File: src/rtl/pipelined_control.sv
// LEGv8 control path: decodes IF/ID into a control bundle, carries it through
// ID/EX, EX/MEM and MEM/WB, and handles load-use stalls, flush, freeze and illegal-opcode accounting.
module pipelined_control #(
  parameter int unsigned REG_AW    = 5,
  parameter int unsigned ZERO_REG  = 31,
  parameter int unsigned LINK_REG  = 30,
  parameter int unsigned HAZARD_EN = 1,
  parameter int unsigned ILL_CNT_W = 8
) (
  input  logic                 clock,
  input  logic                 reset_n,
  input  logic [31:0]          id_instr,
  input  logic                 id_valid,
  input  logic                 freeze,
  input  logic                 flush,
  output logic                 stall_out,
  output logic                 id_reg2loc,
  output logic                 ex_valid,
  output logic                 ex_alu_src,
  output logic [1:0]           ex_alu_op,
  output logic [REG_AW-1:0]    ex_rd,
  output logic                 mem_valid,
  output logic                 mem_read,
  output logic                 mem_write,
  output logic                 mem_branch,
  output logic                 mem_uncond,
  output logic                 mem_branchlink,
  output logic                 mem_branchreg,
  output logic                 mem_not_zero,
  output logic                 wb_valid,
  output logic                 wb_reg_write,
  output logic                 wb_mem_to_reg,
  output logic [REG_AW-1:0]    wb_rd,
  output logic                 illegal_seen,
  output logic [ILL_CNT_W-1:0] illegal_count
);

  typedef struct packed {
    logic              valid;
    logic              alu_src;
    logic [1:0]        alu_op;
    logic              mem_read;
    logic              mem_write;
    logic              branch;
    logic              uncond;
    logic              branchlink;
    logic              branchreg;
    logic              not_zero;
    logic              reg_write;
    logic              mem_to_reg;
    logic [REG_AW-1:0] rd;
  } ex_t;

  typedef struct packed {
    logic              valid;
    logic              mem_read;
    logic              mem_write;
    logic              branch;
    logic              uncond;
    logic              branchlink;
    logic              branchreg;
    logic              not_zero;
    logic              reg_write;
    logic              mem_to_reg;
    logic [REG_AW-1:0] rd;
  } mem_t;

  typedef struct packed {
    logic              valid;
    logic              reg_write;
    logic              mem_to_reg;
    logic [REG_AW-1:0] rd;
  } wb_t;

  ex_t  idex, dec;
  mem_t exmem, mem_next;
  wb_t  memwb;
  logic [10:0] op;
  logic [4:0]  r2;
  logic illegal, reg2loc, uses_rn, uses_r2, is_bl, hazard;
  logic unused_bits;

  assign op          = id_instr[31:21];
  assign unused_bits = ^id_instr[15:10];

  always_comb begin
    dec     = '0;
    illegal = 1'b0;
    reg2loc = 1'b0;
    uses_rn = 1'b1;
    uses_r2 = 1'b0;
    is_bl   = 1'b0;
    casez (op)
      11'b10001011000, 11'b11001011000, 11'b10001010000,
      11'b10101010000, 11'b11001010000: begin
        dec.reg_write = 1'b1; dec.alu_op = 2'b10; uses_r2 = 1'b1;
      end
      11'b11010011011, 11'b11010011010: begin
        dec.alu_src = 1'b1; dec.reg_write = 1'b1; dec.alu_op = 2'b10;
      end
      11'b11111000010: begin
        dec.alu_src = 1'b1; dec.mem_to_reg = 1'b1; dec.reg_write = 1'b1; dec.mem_read = 1'b1;
      end
      11'b11111000000: begin
        reg2loc = 1'b1; dec.alu_src = 1'b1; dec.mem_write = 1'b1; uses_r2 = 1'b1;
      end
      11'b11010110000: dec.branchreg = 1'b1;
      11'b1011010????: begin
        reg2loc = 1'b1; dec.branch = 1'b1; dec.alu_op = 2'b01; dec.not_zero = op[3];
        uses_rn = 1'b0; uses_r2 = 1'b1;
      end
      11'b100101?????: begin
        dec.uncond = 1'b1; dec.branchlink = 1'b1; dec.reg_write = 1'b1; dec.alu_op = 2'b01;
        uses_rn = 1'b0; is_bl = 1'b1;
      end
      11'b000101?????: begin
        dec.uncond = 1'b1; dec.alu_op = 2'b01; uses_rn = 1'b0;
      end
      default: begin
        illegal = 1'b1; uses_rn = 1'b0;
      end
    endcase
    dec.valid = 1'b1;
    dec.rd    = is_bl ? REG_AW'(LINK_REG) : REG_AW'(id_instr[4:0]);
  end

  assign id_reg2loc = reg2loc;
  assign r2         = reg2loc ? id_instr[4:0] : id_instr[20:16];

  assign hazard = idex.valid && idex.mem_read && (idex.rd != REG_AW'(ZERO_REG)) && id_valid &&
                  ((uses_rn && (idex.rd == REG_AW'(id_instr[9:5]))) ||
                   (uses_r2 && (idex.rd == REG_AW'(r2))));
  assign stall_out = (HAZARD_EN != 0) && hazard && !flush && !freeze;

  always_comb begin
    mem_next            = '0;
    mem_next.valid      = idex.valid;
    mem_next.mem_read   = idex.mem_read;
    mem_next.mem_write  = idex.mem_write;
    mem_next.branch     = idex.branch;
    mem_next.uncond     = idex.uncond;
    mem_next.branchlink = idex.branchlink;
    mem_next.branchreg  = idex.branchreg;
    mem_next.not_zero   = idex.not_zero;
    mem_next.reg_write  = idex.reg_write;
    mem_next.mem_to_reg = idex.mem_to_reg;
    mem_next.rd         = idex.rd;
  end

  // MEM/WB advances on flush too, so the resolving branch (and BL's link write) retires.
  always_ff @(posedge clock or negedge reset_n) begin
    if (!reset_n) begin
      idex          <= '0;
      exmem         <= '0;
      memwb         <= '0;
      illegal_seen  <= 1'b0;
      illegal_count <= '0;
    end else if (!freeze) begin
      memwb <= '{valid: exmem.valid, reg_write: exmem.reg_write,
                 mem_to_reg: exmem.mem_to_reg, rd: exmem.rd};
      if (flush) begin
        idex  <= '0;
        exmem <= '0;
      end else begin
        exmem <= mem_next;
        if (stall_out || !id_valid) begin
          idex <= '0;
        end else begin
          idex <= dec;
          if (illegal) begin
            illegal_seen <= 1'b1;
            if (illegal_count != '1) illegal_count <= illegal_count + ILL_CNT_W'(1);
          end
        end
      end
    end
  end

  assign ex_valid       = idex.valid;
  assign ex_alu_src     = idex.alu_src;
  assign ex_alu_op      = idex.alu_op;
  assign ex_rd          = idex.rd;
  assign mem_valid      = exmem.valid;
  assign mem_read       = exmem.mem_read;
  assign mem_write      = exmem.mem_write;
  assign mem_branch     = exmem.branch;
  assign mem_uncond     = exmem.uncond;
  assign mem_branchlink = exmem.branchlink;
  assign mem_branchreg  = exmem.branchreg;
  assign mem_not_zero   = exmem.not_zero;
  assign wb_valid       = memwb.valid;
  assign wb_reg_write   = memwb.reg_write;
  assign wb_mem_to_reg  = memwb.mem_to_reg;
  assign wb_rd          = memwb.rd;

endmodule

File: config.mk
export PLATFORM = sky130hd
export DESIGN_NAME = pipelined_control
export DESIGN_NICKNAME = d
export VERILOG_FILES = /design/src/rtl/pipelined_control.sv
export SDC_FILE = /design/constraint.sdc
export NUM_CORES = 1
export LEC_CHECK = 0
export CAP_MARGIN = 20
export CORE_MARGIN = 2
export CORE_UTILIZATION = 47
export DETAILED_ROUTE_END_ITERATION = 8
export HOLD_SLACK_MARGIN = 0.02
export PLACE_DENSITY = 0.85
export SYNTH_ARGS = -nofsm -noshare
export SYNTH_HDL_FRONTEND = slang
export SYNTH_SLANG_ARGS = --single-unit
File: constraint.sdc
create_clock -name clock -period 3.1 [get_ports clock]
set_input_delay 0.62 -clock clock [delete_from_list [all_inputs] [get_ports clock]]
set_output_delay 0.62 -clock clock [all_outputs]
set_load 0.02 [all_outputs]
# [Word-level counts from Yosys, hierarchy flattened]
# Cells that the tools add are included.
[word_totals] inputBits=37 wordCells=94 reg_bits=50
[classes] n_eq_ne=17 add_sub_neg=1 bitwise=4 n_reduce_logical=24 mux=18
[op_table] op="11-bit == test, second input constant" count=10
[op_table] op="18-bit two-way mux" count=2
[op_table] op="15-bit two-way mux" count=1
[op_table] op="7-bit OR reduction" count=2
[op_table] op="13-bit OR reduction" count=1
[op_table] op="1-bit two-way mux" count=12
[op_table] op="5-bit == test" count=2
[op_table] op="5-bit two-way mux" count=2
[op_table] op="10-bit OR reduction" count=1
[op_table] op="9-bit OR reduction" count=1
[op_table] op="8-bit by 1-bit adder with 8-bit output, second input constant" count=1
[op_table] op="1-bit logical AND" count=8
[op_table] op="8-bit != test, second input constant" count=1
[op_table] op="7-bit == test, second input constant" count=1
[op_table] op="6-bit by 3-bit == test with 1-bit output, second input constant" count=1
[op_table] op="6-bit == test, second input constant" count=1
[op_table] op="5-bit != test, second input constant" count=1
[op_table] op="5-bit AND reduction" count=1
[op_table] op="1-bit inverter" count=4
[op_table] op="2-bit case mux with 2 select lines" count=1
[op_table] op="4-bit AND reduction" count=1
[op_table] op="2-bit OR reduction" count=2
[op_table] op="4-bit OR reduction" count=1
[op_table] op="1-bit zero test" count=3
[op_table] op="2 further kinds" count=3

# [Longest topological paths before layout]
[logic_depth] ltp_word=13 depth_mapped=9 mapped_depth_nobuf=7

# [Least setup slack after synthesis]
# OpenSTA, ideal clock, no wires.
[synth_path] kind="input to output" start="in id_instr[21]" end="out stall_out" path_buffers=0 stages=6 required_time_ps=2480 slack_ps=308 arrival_time_ps=2172 cell_sequence="or4b_1 > or3_4 > nand4_1 > o2111ai_1 > o31a_2 > nor2_1"
[synth_between] elab_chain_cells=10 elab_cells_between_ends=24
[synth_rtl] element="start: declaration" line_no="12" rtl="input logic [31:0] id_instr,"
[synth_rtl] element="11-bit == test" line_no="93" rtl="casez (op)"
[synth_rtl] element="2-bit OR reduction (no line)"
[synth_rtl] element="1-bit two-way mux" line_no="93"
[synth_rtl] element="5-bit two-way mux" line_no="128" rtl="assign r2 = reg2loc ? id_instr[4:0] : id_instr[20:16];"
[synth_rtl] element="5-bit == test" line_no="132" rtl="(uses_r2 && (idex.rd == REG_AW'(r2))));"
[synth_rtl] element="1-bit logical AND" line_no="132"
[synth_rtl] element="1-bit logical OR (*)" line_no="131" rtl="((uses_rn && (idex.rd == REG_AW'(id_instr[9:5]))) ||"
[synth_rtl] element="1-bit logical AND (*)" line_no="130" rtl="assign hazard = idex.valid && idex.mem_read && (idex.rd != REG_AW'(ZERO_REG)) && id_valid &&"
[synth_rtl] element="1-bit logical AND (*) (2 in series)" line_no="133" rtl="assign stall_out = (HAZARD_EN != 0) && hazard && !flush && !freeze;"
[synth_rtl] element="end: declaration" line_no="16" rtl="output logic stall_out,"
# Mark *: on every way between the ends. The rest lies on a longest branch, timed or not.

# [Worst setup path after layout]
[layout_path] start="in id_instr[29]" end="out stall_out"
[layout_between] elab_chain_cells=10 elab_cells_between_ends=25
[layout_rtl] element="11-bit == test / 7-bit == test (equally long branches)" line_no="93"
[layout_rtl] element="2-bit OR reduction (no line)"
[layout_rtl] element="1-bit two-way mux" line_no="93"
[layout_rtl] element="5-bit two-way mux" line_no="128"
[layout_rtl] element="5-bit == test" line_no="132"
[layout_rtl] element="1-bit logical AND" line_no="132"
[layout_rtl] element="1-bit logical OR (*)" line_no="131"
[layout_rtl] element="1-bit logical AND (*)" line_no="130"
[layout_rtl] element="1-bit logical AND (*) (2 in series)" line_no="133"
# Marks and branches as above.

==> run_results.csv <==
group,metric,value,unit
outcome,status,"completed",
synthesis,synth_cells,244,
setup_path,worstRegToRegCells,9,
setup_path,start_kind,"input pin",
place,place.gp.congestion,0.846,
clocking,cts_tree,"built",
synthesis,synth_edf_count,0,
synthesis,synth_flop_cell,"dfrtp_1",
timing,skew,0.00511,ns
synthesis,synth.area.top_cells,"dfrtp_1, nand2_1, xnor2_1",
synthesis,synth.distinct_cells,46,
setup_path,path_depth,8,
timing,drv_slew,0,
global_routing,grt_overflow,0,
synthesis,syn_avg_cell_area,10.2,µm²
place,portBuffers,66,
setup_path,crit_chain,"clkdlybuf4s50_1 > nand3b_1 > buf_6 > or4b_1 > nand3_1 > o31a_2 > nor2_1 > buf_4",
setup_path,required,2.48,ns
die,dieArea,5890,µm²
synthesis,synth_nets,282,
setup_path,rr_startpoint,"ex_rd[1]$_DFFE_PN0N_",
setup_path,cp-end-kind,"primary output",
drt,ant_nets,0,
die,design.core.area,5110,µm²
setup_path,r2r_setup_slack,0.81,ns
clocking,ctsHoldBuffers,0,
drt,via_count,2134,
timing,hold_viol,0,
finish,area_growth,43.2,%
power,power_density,408,nW/µm²
global_routing,grt_pass1_wl,9.97,mm
die,initial_core_util,48.7,%
global_routing,grt_pass1_vias,2131,
timing,layout_min_cycle_time,3.01,ns
synthesis,synth.cell_area,2490,µm²
setup_path,cpMaxStageDelayCell,"clkdlybuf4s50_1",
global_routing,grt_max_degree,49,
setup_path,cp_num_buf_inv,3,
power,vdd.ir_drop.worst,0.000255,V
finish,drive_gt1_share,24.1,%
clocking,htreeDepth,2,
drt,drt_wl_total,5.93,mm
setup_path,crit_type,"in -> out",
timing,setup_viol,0,
die,die_x,76.8,µm
timing,fmax,0.333,GHz
synthesis,synth_warnings,0,
drt,wl_met3,237,µm
drt,met2_wirelength,3.08,mm
die,die-height,76.8,µm
power,p_leak,1.52,nW
synthesis,yosysTopAreaCell,"dfrtp_1",
place,dp_hpwl,4.32,mm
clocking,cts.sinks,48,
drt,drtPass1Iterations,4,
drt,met1_length,2.53,mm
timing,period_share,96.9,%
setup_path,cp_max_fo,10,
drt,via_per_inst,5.26,
drt,drtIter0Drc,121,
setup_path,crit_family,"buffers and inverters",
setup_path,cpPeakStageDelay,0.52,ns
die,rows,26,
synthesis,ys_seq_elements,48,
setup_path,arrival,2.39,ns
timing,slew_headroom,70.2,%
finish,fin_nets,373,
min_path,hold_path.class,"in -> async",
clocking,clk_latency,0.30,ns
synthesis,async_flop_share,100,%
die,num_io_pins,73,
timing,setup-tns-final,0,ns
timing,hold_slack,0.176,ns
synthesis,synth_commonest_cells,"dfrtp_1, nand2_1, xnor2_1",
synthesis,yosysTopAreaCellShare,48.3,%
finish,num_antenna_cells,0,
synthesis,yosysMostFrequentCell,"dfrtp_1",
drt,drc,0,
global_routing,grtUsageTotal,21.1,%
clocking,cts-root-buf,"clkbuf_8",
finish,top_regs,"idex (8), illegal_count (8), exmem (6)",
setup_path,r2r-end,"idex[11]$_DFFE_PN0N_",
run,cap_violations,0,
clocking,path_clk_slew,0.09,ns
timing,worst_slew_pin_slew,0.447,ns
clocking,numCtsBuffers,5,
synthesis,yosysSeqAreaShare,48.3,%
drt,maxUsedRoutingLayer,"met4",
power,fin_total_pwr,1.45,mW
drt,wl_per_cell,14.6,µm
global_routing,antenna_found_initial,0,
clocking,cts_max_path_buffers,2,
-- what timing repair did --
action / 4_1_cts / 5_1_grt
pin swaps: 4 / 5
gates resized for setup: 19 / 6
cloned: 0 / 0
setup buffers: 1 / 0
endpoints found under the setup margin: 2 / 2
-- cells in the final DEF, fill, tap and decap left out, types with 4 or more instances in the layout --
master / count
nand2_1: 34
clkbuf_8: 6
nand2b_1: 7
o21ai_1: 4
nand3_1: 8
buf_6: 4
o21ai_0: 8
clkdlybuf4s50_1: 56
buf_4: 35
nor2_1: 11
xor2_1: 4
a22o_1: 9
dlygate4sd2_1: 5
nand4_1: 6
nor3_1: 8
dfrtp_1: 48
o21ai_2: 8
mux2_2: 10
xnor2_1: 14
-- worst max path at each step --
stage,startpoint,end,slack (ns)
final,id_instr[29],stall_out,0.09
after global routing,id_instr[16],stall_out,-0.004
after CTS,id_instr[27],stall_out,0.0006
after detailed placement,id_instr[21],stall_out,-0.58
after global placement,id_instr[21],stall_out,-0.54
after floorplan,id_instr[21],stall_out,0.31
-- logic make-up (layout without fill, tap and decap cells) --
logic type / after synthesis / after routing / synth area share (%)
adders and majority gates: 1 / 1 / 0.503
buffers and inverters: 24 / 116 / 5.23
and+or+nand+nor: 100 / 100 / 22.0
AOI/OAI and AO/OA: 43 / 43 / 13.1
muxes: 10 / 10 / 4.52
xor gates and xnor gates: 18 / 18 / 6.33
DFF: 48 / 48 / 48.3
-- metal layers --
metal / vias up / global-route usage, %
li1: 1043 / -
met1: 1027 / 26.8
met2: 58 / 36.4
met3: 6 / 3.06
met4: 0 / 7.82
met5: - / 0
-- worst register-to-register path: stages, from the launching register on --
cell,delay [ns]
dfrtp_1,0.51
xnor2_1,0.27
o2111ai_1,0.20
a31oi_1,0.24
nand2_1,0.08
o31a_2,0.36
buf_4,0.14
o21ai_4,0.13
buf_4,0.19
o31ai_1,0.07
-- area by class of cell --
cell class / count / area (µm²)
Timing Repair Buffer: 105 / 965
Clock inverter: 2 / 15.0
Multi-Input combinational cell: 172 / 1200
Inverter: 3 / 11.3
Clock buffer: 6 / 82.6
Tap cell: 70 / 87.6
Sequential cell: 48 / 1200
Fill cell: 400 / 1540
-- through the flow --
stage               setup slack (ns)  area [µm²]  util (%)  cells
floorplan                      0.308        2490         -    244
global placement              -0.543        3390      66.4    396
detailed placement            -0.579        3390      66.4    396
CTS                         0.000554        3530      69.1    405
global route                -0.00374        3560      69.8    406
finish                        0.0949        3560      69.8    406
-- power breakdown --
group	leakage (nW)	internal (mW)	switching (mW)
logic	0.827	0.179	0.165
registers	0.651	0.668	0.0466
clock network	0.0434	0.181	0.213
total	1.52	1.03	0.425
Power figures use the tool's default switching activity.
